### config.mk
export PLATFORM = sky130hd
export DESIGN_NAME = riscv_lsu
export DESIGN_NICKNAME = d
export VERILOG_FILES = /design/src/rtl/riscv_pkg.sv /design/src/rtl/lsu_data_align.sv /design/src/rtl/riscv_lsu.sv
export SDC_FILE = /design/constraint.sdc
export NUM_CORES = 1
export LEC_CHECK = 0
export BUFFER_PORTS_ARGS = -buffer_cell sky130_fd_sc_hd__buf_2
export CAP_MARGIN = 20
export CORE_MARGIN = 5
export CORE_UTILIZATION = 48
export DETAILED_ROUTE_END_ITERATION = 16
export GPL_TIMING_DRIVEN = 0
export MAX_ROUTING_LAYER = met4
export PLACE_DENSITY = 0.81
export SLEW_MARGIN = 10
export SYNTH_ARGS = -nofsm -noshare
export SYNTH_HDL_FRONTEND = slang
export SYNTH_SLANG_ARGS = --single-unit
### constraint.sdc
create_clock -name clk_i -period 2.5 [get_ports clk_i]
set_input_delay 0.25 -clock clk_i [delete_from_list [all_inputs] [get_ports clk_i]]
set_output_delay 0.25 -clock clk_i [all_outputs]
set_load 0.005 [all_outputs]
### src/rtl/riscv_pkg.sv
// Shared definitions for the load/store unit.
//  - LDST_* : access size codes carried on core_size_i
//  - lsu_state_t : LSU controller states
//  - is_misaligned() : natural-alignment test for a size code and addr[1:0]
package riscv_pkg;

    localparam logic [2:0] LDST_B  = 3'd0;
    localparam logic [2:0] LDST_H  = 3'd1;
    localparam logic [2:0] LDST_W  = 3'd2;
    localparam logic [2:0] LDST_BU = 3'd4;
    localparam logic [2:0] LDST_HU = 3'd5;

    typedef enum logic {
        IDLE = 1'b0,
        WAIT = 1'b1
    } lsu_state_t;

    // Byte accesses are never misaligned; unknown size codes go to the bus
    // with be=0 rather than being flagged.
    function automatic logic is_misaligned(input logic [2:0] size,
                                           input logic [1:0] addr_lo);
        logic r;
        r = 1'b0;
        case (size)
            LDST_H, LDST_HU: r = addr_lo[0];
            LDST_W:          r = (addr_lo != 2'b00);
            default:         r = 1'b0;
        endcase
        return r;
    endfunction

endpackage

### src/rtl/lsu_data_align.sv
// Combinational lane logic for the load/store unit.
//  size    in  3   access size code (LDST_*)
//  addr_lo in  2   byte offset within the word
//  wd      in  32  store data, LSB-aligned
//  rdata   in  32  bus read word
//  be      out 4   byte enables for the access
//  wdata   out 32  store data replicated into every lane
//  rd      out 32  load result, sign- or zero-extended
// Unknown size codes produce be=0, wdata=0 and rd=0.
module lsu_data_align
    import riscv_pkg::*;
(
    input  logic [2:0]  size,
    input  logic [1:0]  addr_lo,
    input  logic [31:0] wd,
    input  logic [31:0] rdata,
    output logic [3:0]  be,
    output logic [31:0] wdata,
    output logic [31:0] rd
);

    logic [7:0]  lane_b;
    logic [15:0] lane_h;

    // Half-word lanes are selected by addr[1] only; addr[0] is known to be
    // zero for any half access that reaches the bus.
    assign lane_b = rdata[{addr_lo, 3'b000} +: 8];
    assign lane_h = rdata[{addr_lo[1], 4'b0000} +: 16];

    always_comb begin
        be    = 4'b0000;
        wdata = 32'h0;
        rd    = 32'h0;
        case (size)
            LDST_B, LDST_BU: begin
                be    = 4'b0001 << addr_lo;
                wdata = {4{wd[7:0]}};
                rd    = (size == LDST_B) ? {{24{lane_b[7]}}, lane_b}
                                         : {24'h0, lane_b};
            end
            LDST_H, LDST_HU: begin
                be    = 4'b0011 << {addr_lo[1], 1'b0};
                wdata = {2{wd[15:0]}};
                rd    = (size == LDST_H) ? {{16{lane_h[15]}}, lane_h}
                                         : {16'h0, lane_h};
            end
            LDST_W: begin
                be    = 4'b1111;
                wdata = wd;
                rd    = rdata;
            end
            default: begin
                be    = 4'b0000;
                wdata = 32'h0;
                rd    = 32'h0;
            end
        endcase
    end

endmodule

### src/rtl/riscv_lsu.sv
// Load/store unit between the core data port and a 32-bit word bus.
//  clk_i, rst_i           clock, synchronous active-high reset
//  core_req_i/we_i/size_i/addr_i/wd_i   core access request
//  core_rd_o              extended load data, valid in the completion cycle
//  core_stall_o           hold the core this cycle
//  mem_req_o/we_o/be_o/addr_o/wd_o      word bus request (held until ready)
//  mem_rd_i, mem_ready_i  bus read data and completion strobe
//  misaligned_o           pulse: misaligned access dropped without bus traffic
//  bus_err_o              pulse: no ready within MAX_WAIT WAIT cycles
// Handshake: a request is issued in IDLE the same cycle core_req_i is seen and
// held on the bus from the latched copy until the first WAIT cycle with
// mem_ready_i=1; mem_ready_i has no effect in IDLE.
module riscv_lsu
    import riscv_pkg::*;
#(
    parameter int MAX_WAIT = 255
) (
    input  logic        clk_i,
    input  logic        rst_i,
    input  logic        core_req_i,
    input  logic        core_we_i,
    input  logic [2:0]  core_size_i,
    input  logic [31:0] core_addr_i,
    input  logic [31:0] core_wd_i,
    output logic [31:0] core_rd_o,
    output logic        core_stall_o,
    output logic        mem_req_o,
    output logic        mem_we_o,
    output logic [3:0]  mem_be_o,
    output logic [31:0] mem_addr_o,
    output logic [31:0] mem_wd_o,
    input  logic [31:0] mem_rd_i,
    input  logic        mem_ready_i,
    output logic        misaligned_o,
    output logic        bus_err_o
);

    localparam int CW = (MAX_WAIT > 1) ? $clog2(MAX_WAIT + 1) : 1;

    lsu_state_t    state;
    logic [CW-1:0] wait_cnt;
    logic          lat_we;
    logic [2:0]    lat_size;
    logic [31:0]   lat_addr;
    logic [3:0]    lat_be;
    logic [31:0]   lat_wd;

    logic [2:0]    sel_size;
    logic [1:0]    sel_addr_lo;
    logic [3:0]    al_be;
    logic [31:0]   al_wd;
    logic [31:0]   al_rd;
    logic          misaligned;
    logic          timeout;

    assign misaligned = is_misaligned(core_size_i, core_addr_i[1:0]);
    assign timeout    = (MAX_WAIT != 0) && (wait_cnt == CW'(MAX_WAIT));

    // One aligner serves both phases: in IDLE it formats the incoming
    // request, in WAIT it extracts load data using the latched size/offset.
    assign sel_size    = (state == WAIT) ? lat_size      : core_size_i;
    assign sel_addr_lo = (state == WAIT) ? lat_addr[1:0] : core_addr_i[1:0];

    lsu_data_align u_align (
        .size    (sel_size),
        .addr_lo (sel_addr_lo),
        .wd      (core_wd_i),
        .rdata   (mem_rd_i),
        .be      (al_be),
        .wdata   (al_wd),
        .rd      (al_rd)
    );

    always_comb begin
        core_rd_o    = 32'h0;
        core_stall_o = 1'b0;
        mem_req_o    = 1'b0;
        mem_we_o     = 1'b0;
        mem_be_o     = 4'b0000;
        mem_addr_o   = 32'h0;
        mem_wd_o     = 32'h0;
        misaligned_o = 1'b0;
        bus_err_o    = 1'b0;
        if (!rst_i) begin
            case (state)
                IDLE: begin
                    if (core_req_i) begin
                        if (misaligned) begin
                            misaligned_o = 1'b1;
                        end else begin
                            mem_req_o    = 1'b1;
                            core_stall_o = 1'b1;
                            mem_we_o     = core_we_i;
                            mem_be_o     = al_be;
                            mem_addr_o   = {core_addr_i[31:2], 2'b00};
                            mem_wd_o     = al_wd;
                        end
                    end
                end
                WAIT: begin
                    mem_req_o  = 1'b1;
                    mem_we_o   = lat_we;
                    mem_be_o   = lat_be;
                    mem_addr_o = {lat_addr[31:2], 2'b00};
                    mem_wd_o   = lat_wd;
                    // A ready arriving in the timeout cycle still completes.
                    if (mem_ready_i) begin
                        core_rd_o = al_rd;
                    end else if (timeout) begin
                        bus_err_o = 1'b1;
                    end else begin
                        core_stall_o = 1'b1;
                    end
                end
                default: ;
            endcase
        end
    end

    always_ff @(posedge clk_i) begin
        if (rst_i) begin
            state    <= IDLE;
            wait_cnt <= '0;
            lat_we   <= 1'b0;
            lat_size <= 3'd0;
            lat_addr <= 32'h0;
            lat_be   <= 4'b0000;
            lat_wd   <= 32'h0;
        end else begin
            case (state)
                IDLE: begin
                    wait_cnt <= '0;
                    if (core_req_i && !misaligned) begin
                        state    <= WAIT;
                        lat_we   <= core_we_i;
                        lat_size <= core_size_i;
                        lat_addr <= core_addr_i;
                        lat_be   <= al_be;
                        lat_wd   <= al_wd;
                    end
                end
                WAIT: begin
                    if (mem_ready_i || timeout) begin
                        state    <= IDLE;
                        wait_cnt <= '0;
                    end else begin
                        wait_cnt <= wait_cnt + 1'b1;
                    end
                end
                default: state <= IDLE;
            endcase
        end
    end

endmodule

==> metrics.txt, run 1 <==
Req. time, crit path ~2.3 ns; Worst VDD drop 0.400 mV; post-route setup slack -0.108 ns; CP max FO 10; Async S/R FF share, synth 0; Worst Path Class, Setup reg2out; Starting Density 0.490; I/O pins roughly 210; Worst-Margin Slew about 0.52 ns; r2r worst-path depth 7; maximum root-to-sink buffer count 2; clock-pin slew on the worst setup and hold paths 0.09 ns; Startpoint Class flip-flop; RSZ-0062 raised after global routing true; Die W roughly 110 microns; area grow syn2layout 33.9%; TritonCTS clock tree yes; input/output buffers around 200; Final ANT Viol Nets 0; DR DRC count 0; yosys synthesis warning count 0; synthesized area between 0.004 and 0.005 sq mm; failing checks negative setup slack; worst hold path cell count 2; hold buffer count at cts 0; FF-to-FF Start state$_SDFF_PP0_; number of synthesized flops with an enable pin 0; grt total ovfl 0; gpl congestion a little over 0.9; WL per Instance approximately 19 microns; delay-heaviest family, CP buffers and inverters; Worst Hold Class in2reg; worst path bufs/invs 4; nets@finish approximately 890; first-pass GRT wire length approximately 26,000 microns; leakage dissipation between 3 and 4 nW; post-synthesis cell count 558; FP Rows 36; Root Driver clkbuf_8; largest area contributor in the synthesized netlist dfxtp_1; later-pin clock latency in the skew report ~0.37 ns; Clock Skew approximately 0.013 ns; ratio of cells with drive above 1 in the final layout 0.390; CP Depth 9; top-count cell post-synth dfxtp_1; critical path's slowest cell dfxtp_4; vias about 5,500; die span in y 110 microns; CP peak stage delay ~0.38 ns; share of the synthesized area in the top cell type 0.338; design area approximately 0.0064 sq mm; Cell Chain, Critical Path buf_12, mux2i_4, buf_4, nor3_2, nor4_4, a21oi_4, clkbuf_16, a21oi_2, buf_2; GRT Overall Usage 0.285; clock period minus worst slack between 2 and 3 ns; distinct cell type count after synthesis 50; via density per instance around 6; Cell Pwr Density a little over 500 mW/mm^2; DRT Wirelength about 17,000 microns; Final Cycle Share 1.04; crit path DAT ~2.4 ns; commonest cells in the netlist 81 x dfxtp_1, 80 x nand2_1, 78 x a22o_1, 37 x a21o_1, 36 x nor2_1; endpoint type of the worst setup path output port; prevailing post-synth register cell dfxtp_1; Final Max Slew Viols 0; launch point of the worst path state$_SDFF_PP0_; Num CTS Buffers 9; Synth area leaders dfxtp_1 34%, a22o_1 14%, nand2_1 6.3%; Max Fclk 0.383 GHz; starting DRC count in detailed routing between 500 and 600; Hold Path Origin core_addr_i[24]; DPL Wire Length ~13,000 microns; placed cell area 0.00598 sq mm; die footprint between 0.01 and 0.015 sq mm; max cap viols 0; slew margin rel. 0.654; antenna violations before repair 0; Final Setup Violations 24; post-layout util 0.657; largest net degree at the start of global routing 14; status finished, violations left; CTS Sinks approximately 80; synthesized area per cell between 8 and 9 sq um; DR pass1 iterations 7; post-synthesis sequential area ratio 0.338; core area a little under 0.01 sq mm; vias in the first global route ~5,300; htree depth 3; Final Hold Fails 0; post-synthesis register bit count 81
[cell families (layout without fill, tap and decap cells)]
logic type               Yosys count  in the layout  synth area share
other                              1              3          0.000783
buffers and inverters             59            285            0.0606
XOR/XNOR                           6              6            0.0110
multiplexers                      22             22            0.0621
AO/OA/AOI/OAI                    222            222             0.360
flip-flops                        81             81             0.338
adder cells (fa/ha/maj)            1              1           0.00261
AND/OR/NAND/NOR                  166            166             0.165
[flip-flops by register name, summed over array words and instances (netlist names)]
signal and flops:
lat_we 1, lat_size 3, lat_be 4, lat_wd 32, wait_cnt 8, lat_addr 32
state 1
[power breakdown]
part           total [mW]  internal (mW)  switching, mW
registers            1.41           1.36         0.0503
clock network       0.971          0.486          0.486
logic               0.874          0.399          0.475
[per-layer routing]
layer  wire length (microns)  global-route usage
met2                    8310               0.454
met5                       0                   -
met3                    1350              0.0528
met1                    7010               0.345
met4                     730               0.139
[final cells by class]
cell class                      instances  area, sq um
Timing Repair Buffer                  214         1130
Multi-Input combinational cell        419         2970
Buffer                                 52          319
Tap cell                              133          166
Clock inverter                          4         51.3
Clock buffer                           11          141
Antenna cell                            1         2.50
Fill cell                             897         3360
Sequential cell                        81         1630
Inverter                                4         15.0
[path summary, 6_finish.rpt]
check	end	slack (ns)
min	lat_addr[24]$_SDFFE_PP0P_	0.11
max reg2reg	lat_wd[17]$_SDFFE_PP0P_	0.51
max	core_rd_o[29]	-0.11
min reg2reg	lat_wd[30]$_SDFFE_PP0P_	0.45
[placed cells by master, fill, tap and decap left out, drive strengths merged, types with 2 or more instances in the layout]
master,n
a2111oi,2
a21o,37
a21oi,42
a221oi,11
a222oi,5
a22o,78
a22oi,16
a32o,2
and2,9
and3,5
buf,245
clkbuf,32
conb,2
dfxtp,81
inv,5
mux2,3
mux2i,15
mux4,4
nand2,80
nand2b,3
nand3,7
nand3b,3
nor2,36
nor2b,6
nor3,7
nor4bb,8
o21ai,16
o2bb2ai,8
xor2,5
[stage by stage]
stage	total power, mW	std cells	hold slack (ns)	TNS [ns]	setup WS [ns]
global placement	2.19	895	0.430	0	0.0511
floorplan	1.92	559	0.329	0	0.426
CTS	3.23	914	0.105	-0.434	-0.0438
global route	3.41	918	0.100	-5.73	-0.176
finish	3.26	919	0.113	-1.28	-0.108
detailed placement	2.22	895	0.435	-0.00846	-0.00846
[repair_timing]
| item | in CTS | in global routing |
|---|---|---|
| pin swaps | 3 | 5 |
| setup buffers | 6 | 4 |
| hold endpoints to repair | 0 | 0 |
| setup endpoints to repair | 99 | 75 |
| gates cloned | 0 | 1 |
| gates resized for setup | 43 | 14 |
Note: power is estimated with default switching activity, not from simulation.
==> run 2, diff against run 1 <==
--- a/config.mk
+++ b/config.mk
@@ -7,13 +7,13 @@
 export LEC_CHECK = 0
 export BUFFER_PORTS_ARGS = -buffer_cell sky130_fd_sc_hd__buf_2
 export CAP_MARGIN = 20
+export CORE_ASPECT_RATIO = 0.5
 export CORE_MARGIN = 5
 export CORE_UTILIZATION = 48
 export DETAILED_ROUTE_END_ITERATION = 16
 export GPL_TIMING_DRIVEN = 0
 export MAX_ROUTING_LAYER = met4
 export PLACE_DENSITY = 0.81
-export SLEW_MARGIN = 10
 export SYNTH_ARGS = -nofsm -noshare
 export SYNTH_HDL_FRONTEND = slang
 export SYNTH_SLANG_ARGS = --single-unit
==> run 2 against run 1 <==
Effect of this change:
- the run still ends with negative setup slack left
- fmax up 2.1%
- sequential share of layout area down 1.2 points
- core utilization up 4.5 points
- first-iteration DRC count down 16%
- combinational power up 7.9%
- sequential power about the same
- non-clock buffer count up 18
- critical path type unchanged
==> metrics.txt, run 2 (synthesis results as in run 1) <==
die span in y 80.7 microns (-27%); endpoint type of the worst setup path output port; starting DRC count in detailed routing 442 (-16%); die footprint 0.0122 sq mm (+1.0%); Num CTS Buffers 9 (unchanged); multi-input combinational cell area 0.00300 sq mm (+1.2%); Root Driver clkbuf_16; commonest non-fill, non-tap cell in the layout buf_2; FF-to-FF Start state$_SDFF_PP0_; Top Registers lat_addr (32), lat_wd (32), wait_cnt (8); worst hold path cell count 2 (unchanged); Startpoint Class flip-flop; Final Max Slew Viols 0 (unchanged); Final ANT Viol Nets 0 (unchanged); TritonCTS clock tree yes; hold endpoint lat_addr[8]$_SDFFE_PP0P_; Worst Hold Class in2reg; Final Hold Fails 0 (unchanged); setup_tns -0.320 ns (+0.962 ns); maximum root-to-sink buffer count 2 (unchanged); clock-pin slew on the worst setup and hold paths 0.06 ns (-0.03 ns); status finished, violations left; CTS Sinks 81 (unchanged); Final Instance Count excl. Fillers 939 (+2.2%); Clock Skew 0.00329 ns (-0.00997 ns); antenna violations before repair 0 (unchanged); cell total after placement 897 (+0.22%); input/output buffers 203 (unchanged); post-route setup slack -0.0536 ns (+0.0547 ns); slew margin rel. 0.642 (-0.0115); Worst R2R End lat_addr[26]$_SDFFE_PP0P_; htree depth 3 (unchanged); failing checks negative setup slack; Die W 151 microns (+38%); leakage dissipation 3.49 nW (+4.6%); nets@finish 904 (+2.0%); WL per Instance 18.2 microns (-4.2%); area grow syn2layout 40.6%; r2r worst-path depth 9 (+2); Worst VDD drop 0.312 mV (-22%); Max Fclk 0.392 GHz (+2.1%); Cell Pwr Density 537 mW/mm^2 (+5.8%); dpl ws 0.00541 ns (+0.0139 ns); post-layout util 0.702 (+0.0451); core area 0.00960 sq mm (-1.8%); DPL Wire Length 12,200 microns (-8.1%); Final Cycle Share 1.02 (-0.0219); largest net degree at the start of global routing 16 (+2); DR pass1 iterations 7 (unchanged); vias 5,453 (-0.58%); Req. time, crit path 2.25 ns (about the same); first-pass GRT wire length 24,800 microns (-5.6%); Register Area 0.00163 sq mm (about the same); clock period minus worst slack 2.55 ns (-0.0547 ns); grt total ovfl 0 (unchanged); Reg2Reg Setup Slack 0.38 ns (-0.13 ns); most frequent cells in the layout 215 x buf_2, 80 x dfxtp_1, 79 x nand2_1; max cap viols 0 (unchanged); I/O pins 209 (unchanged); Worst Path Class, Setup reg2out; CP max FO 5 (-5); Hold Path Origin core_addr_i[8]; ANT cells 0 (-1); FP Rows 25 (-31%); via density per instance 5.81 (-2.7%); ratio of cells with drive above 1 in the final layout 0.414 (+0.0244); Final Setup Violations 10 (-58%); Worst-Margin Slew 0.537 ns (+0.0172 ns); vias in the first global route 5,071 (-4.8%); gpl congestion 0.891 (-3.8%); DR DRC count 0 (unchanged); DRT Wirelength 17,000 microns (-2.1%); crit path DAT 2.30 ns (-0.06 ns); RSZ-0062 raised after global routing true; Fillers 739 (-18%); GRT Overall Usage 0.263 (-0.0213); Starting Density 0.499 (+0.00875); later-pin clock latency in the skew report 0.34 ns (-0.03 ns)
[run 2: cell types whose count changed in the layout (fill, tap and decap cells not counted), moves of 2 or more]
| cell | change |
|---|---|
| nor3_1 | -2 |
| clkbuf_8 | -9 |
| a2111oi_0 | +2 |
| buf_4 | +9 |
| a2111oi_1 | -2 |
| clkbuf_16 | +9 |
| clkbuf_2 | +3 |
| a21oi_1 | -3 |
| clkbuf_4 | +2 |
| buf_6 | +5 |
| buf_2 | -4 |
| buf_8 | +2 |
| a21oi_2 | +3 |
[run 2: final cells by class]
class | instances | area share
multi-input combinational | 419 | 0.445
tap | 135 | 0.0251
buffer | 50 | 0.0487
clock inverter | 6 | 0.00724
clock buffer | 10 | 0.0355
sequential | 81 | 0.241
inverter | 4 | 0.00223
timing repair buffer | 234 | 0.195
[run 2: where the power goes]
part / internal [mW] / switching, mW / total, mW
clock network: 0.712 / 0.555 / 1.27
registers: 1.37 / 0.0461 / 1.41
logic: 0.451 / 0.491 / 0.943
[run 2: metrics by stage]
stage / hold slack [ns] / area (sq um) / power (mW)
floorplan: 0.329 / 4800 / 1.92
global placement: 0.429 / 5980 / 2.20
detailed placement: 0.433 / 5980 / 2.21
CTS: 0.141 / 6530 / 3.55
global route: 0.141 / 6740 / 3.77
finish: 0.144 / 6740 / 3.62
[run 2: worst max-delay path, stage by stage, from the launching register on]
cell and delay, ns:
dfxtp_4 0.36, clkbuf_4 0.17, nor3_2 0.22, a21oi_2 0.13, nor4_4 0.44, a21oi_4 0.15
buf_12 0.16, buf_16 0.12, a21oi_2 0.10, buf_2 0.12
[run 2: worst max-delay path by stage]
stage | slack, ns | start | cells past startpoint | endpoint
after global placement | -0.0009 | state$_SDFF_PP0_ | 7 | core_rd_o[4]
after floorplan | 0.43 | state$_SDFF_PP0_ | 6 | core_rd_o[4]
after global routing | -0.14 | state$_SDFF_PP0_ | 10 | core_rd_o[28]
after detailed placement | 0.005 | state$_SDFF_PP0_ | 7 | core_rd_o[4]
after CTS | -0.03 | state$_SDFF_PP0_ | 10 | core_rd_o[29]
final | -0.05 | state$_SDFF_PP0_ | 9 | core_rd_o[29]
[run 2: metal layers]
layer,part of all wire,GRT usage
met1,0.41,0.316
met5,0,-
met4,0.014,0.0778
met2,0.49,0.459
met3,0.086,0.0434
[run 2: what timing repair did]
item | in CTS | in global routing
setup buffers | 18 | 10
gates cloned | 2 | 2
setup endpoints to repair | 88 | 88
resized for setup | 31 | 46
pin swaps | 4 | 8
hold buffers | 0 | 0
==> run 3, diff against run 2 <==
--- a/config.mk
+++ b/config.mk
@@ -14,6 +14,7 @@
 export GPL_TIMING_DRIVEN = 0
 export MAX_ROUTING_LAYER = met4
 export PLACE_DENSITY = 0.81
+export SKIP_CTS_REPAIR_TIMING = 1
 export SYNTH_ARGS = -nofsm -noshare
 export SYNTH_HDL_FRONTEND = slang
 export SYNTH_SLANG_ARGS = --single-unit
==> run 3 against run 2 <==
Effect of this change:
- the flow still finishes with violations (negative setup slack)
- global-route usage down 0.65 points
- count of clock-buffer cells in the layout unchanged
- via count decreased by 1.4%
- sequential share of layout area increased by 0.64 points
- clock skew is essentially flat
- flip-flop and latch count stayed put
- total power down 1.8%
- routed wire length decreased by 3.5%
- worst setup slack got worse by 0.081 ns
- critical endpoint is now core_rd_o[16]
- highest routed layer unchanged
==> metrics.txt, run 3 (synthesis results as in run 1) <==
Worst-Margin Slew 0.577 ns (+0.0402 ns); Top Registers lat_addr (32), lat_wd (32), wait_cnt (8); GRT Overall Usage 0.257 (-0.00652); switching share of power 0.300 (-0.00155); first-pass GRT wire length 24,200 microns (-2.5%); failing checks negative setup slack; TritonCTS clock tree yes; Hold Slack 0.144 ns (+0.000177 ns); Clock Skew 0.00354 ns (+0.000253 ns); clock-pin slew on the worst setup and hold paths 0.06 ns (about the same); Power Total 3.56 mW (-1.8%); Root Driver clkbuf_16; Worst Path Class, Setup reg2out; maximum root-to-sink buffer count 2 (unchanged); clock period minus worst slack 2.63 ns (+0.0808 ns); Num CTS Buffers 9 (unchanged); Max Fclk 0.380 GHz (-3.1%); later-pin clock latency in the skew report 0.34 ns (about the same); Final ANT Viol Nets 0 (unchanged); Final Cycle Share 1.05 (+0.0323); commonest non-fill, non-tap cell in the layout buf_2; WL per Instance 17.7 microns (-2.3%); Final Max Slew Viols 0 (unchanged); Worst VDD drop 0.308 mV (-1.3%); core area 0.00960 sq mm (unchanged); grt total ovfl 0 (unchanged); Reg power frac 0.397 (+0.007); vias 5,379 (-1.4%); die footprint 0.0122 sq mm (unchanged); Comb power frac 0.248 (-0.012); post-route setup slack -0.134 ns (-0.0808 ns); antenna violations before repair 0 (unchanged); Starting Density 0.499 (unchanged); input/output buffers 203 (unchanged); leakage dissipation 3.41 nW (-2.4%); dpl ws 0.00541 ns (unchanged); Fillers 770 (+4.2%); clock share of power 0.355 (+0.005); Req. time, crit path 2.25 ns (about the same); Internal 2.49 mW (-1.6%); area grow syn2layout 37.1%; CTS Sinks 81 (unchanged); die span in y 80.7 microns (unchanged); gpl congestion 0.891 (unchanged); Startpoint Class flip-flop; slew margin rel. 0.615 (-0.0268); max cap viols 0 (unchanged); most frequent cells in the layout 214 x buf_2, 79 x nand2_1, 79 x dfxtp_1; nets@finish 893 (-1.2%); DR DRC count 0 (unchanged); htree depth 3 (unchanged); FP Rows 25 (unchanged); Cell Pwr Density 541 mW/mm^2 (+0.73%); endpoint type of the worst setup path output port; Die W 151 microns (unchanged); vias in the first global route 4,959 (-2.2%); DR pass1 iterations 5 (-2); DPL Wire Length 12,200 microns (unchanged); I/O pins 209 (unchanged); RSZ-0062 raised after global routing true; Final Hold Fails 0 (unchanged); largest net degree at the start of global routing 16 (unchanged); sw power 1.07 mW (-2.3%); Worst Hold Class in2reg; Final Setup Violations 26 (+16); CP max FO 10 (+5); ANT cells 0 (unchanged); status finished, violations left; ratio of cells with drive above 1 in the final layout 0.395 (-0.0195); crit path DAT 2.38 ns (+0.08 ns); starting DRC count in detailed routing 428 (-3.2%); DRT Wirelength 16,500 microns (-3.5%); via density per instance 5.80 (-0.19%)
==> run 3: cell types whose count changed in the layout (fill, tap and decap cells not counted), moves of 2 or more <==
cell	before	now
a2111oi_0	2	0
a2111oi_1	0	2
a21oi_1	24	28
a21oi_2	17	13
buf_12	2	0
buf_4	27	17
clkbuf_2	10	13
nor2b_1	4	6
nor2b_4	2	0
nor3_1	4	6
o21ai_1	3	1
==> run 3: per-layer routing <==
layer,track usage,vias to the layer above,share of wire
met5,-,-,0
met4,0.0796,0,0.016
met3,0.0445,31,0.090
met2,0.440,278,0.49
met1,0.311,2520,0.41
li1,-,2550,-
==> run 3: area by class of cell <==
type | count | area, sq um | area share
Clock inverter | 6 | 48.8 | 0.00743
Tap cell | 135 | 169 | 0.0257
Clock buffer | 10 | 239 | 0.0364
Timing Repair Buffer | 219 | 1180 | 0.179
Multi-Input combinational cell | 419 | 2950 | 0.449
Sequential cell | 81 | 1630 | 0.248
Buffer | 54 | 342 | 0.0520
Inverter | 4 | 15.0 | 0.00229
==> run 3: power groups by stage <==
stage | Combinational (mW) | Clock [mW] | Sequential, mW
after floorplan | 0.491 | 0 | 1.43
after detailed placement | 0.777 | 0 | 1.44
after CTS | 0.781 | 1.28 | 1.41
final | 0.881 | 1.26 | 1.41
after global placement | 0.764 | 0 | 1.43
after global routing | 0.947 | 1.34 | 1.42
==> run 3: through the flow <==
stage / utilization / area [sq um] / setup TNS, ns / instances
global route: 0.684 / 6570 / -4.44 / 928
CTS: 0.653 / 6270 / -11.69 / 913
floorplan: - / 4800 / 0 / 559
detailed placement: 0.623 / 5980 / 0 / 897
finish: 0.684 / 6570 / -1.86 / 928
global placement: 0.623 / 5980 / -0.000913 / 897
==> run 3: path summary, 6_finish.rpt <==
kind,depth (start not counted),slack [ns],from,to
hold / removal,2,0.14,core_addr_i[8],lat_addr[8]$_SDFFE_PP0P_
setup reg to reg,7,0.50,state$_SDFF_PP0_,lat_addr[26]$_SDFFE_PP0P_
hold reg to reg,2,0.44,lat_wd[27]$_SDFFE_PP0P_,lat_wd[27]$_SDFFE_PP0P_
setup / recovery,9,-0.13,state$_SDFF_PP0_,core_rd_o[16]
==> run 3: worst max-delay path, cell delays in order (launching register included) <==
cell,delay (ns)
dfxtp_4,0.39
buf_8,0.15
buf_6,0.16
nor2_1,0.05
a32o_1,0.25
nor4_4,0.43
a21oi_4,0.17
buf_4,0.17
a21oi_1,0.14
buf_2,0.14
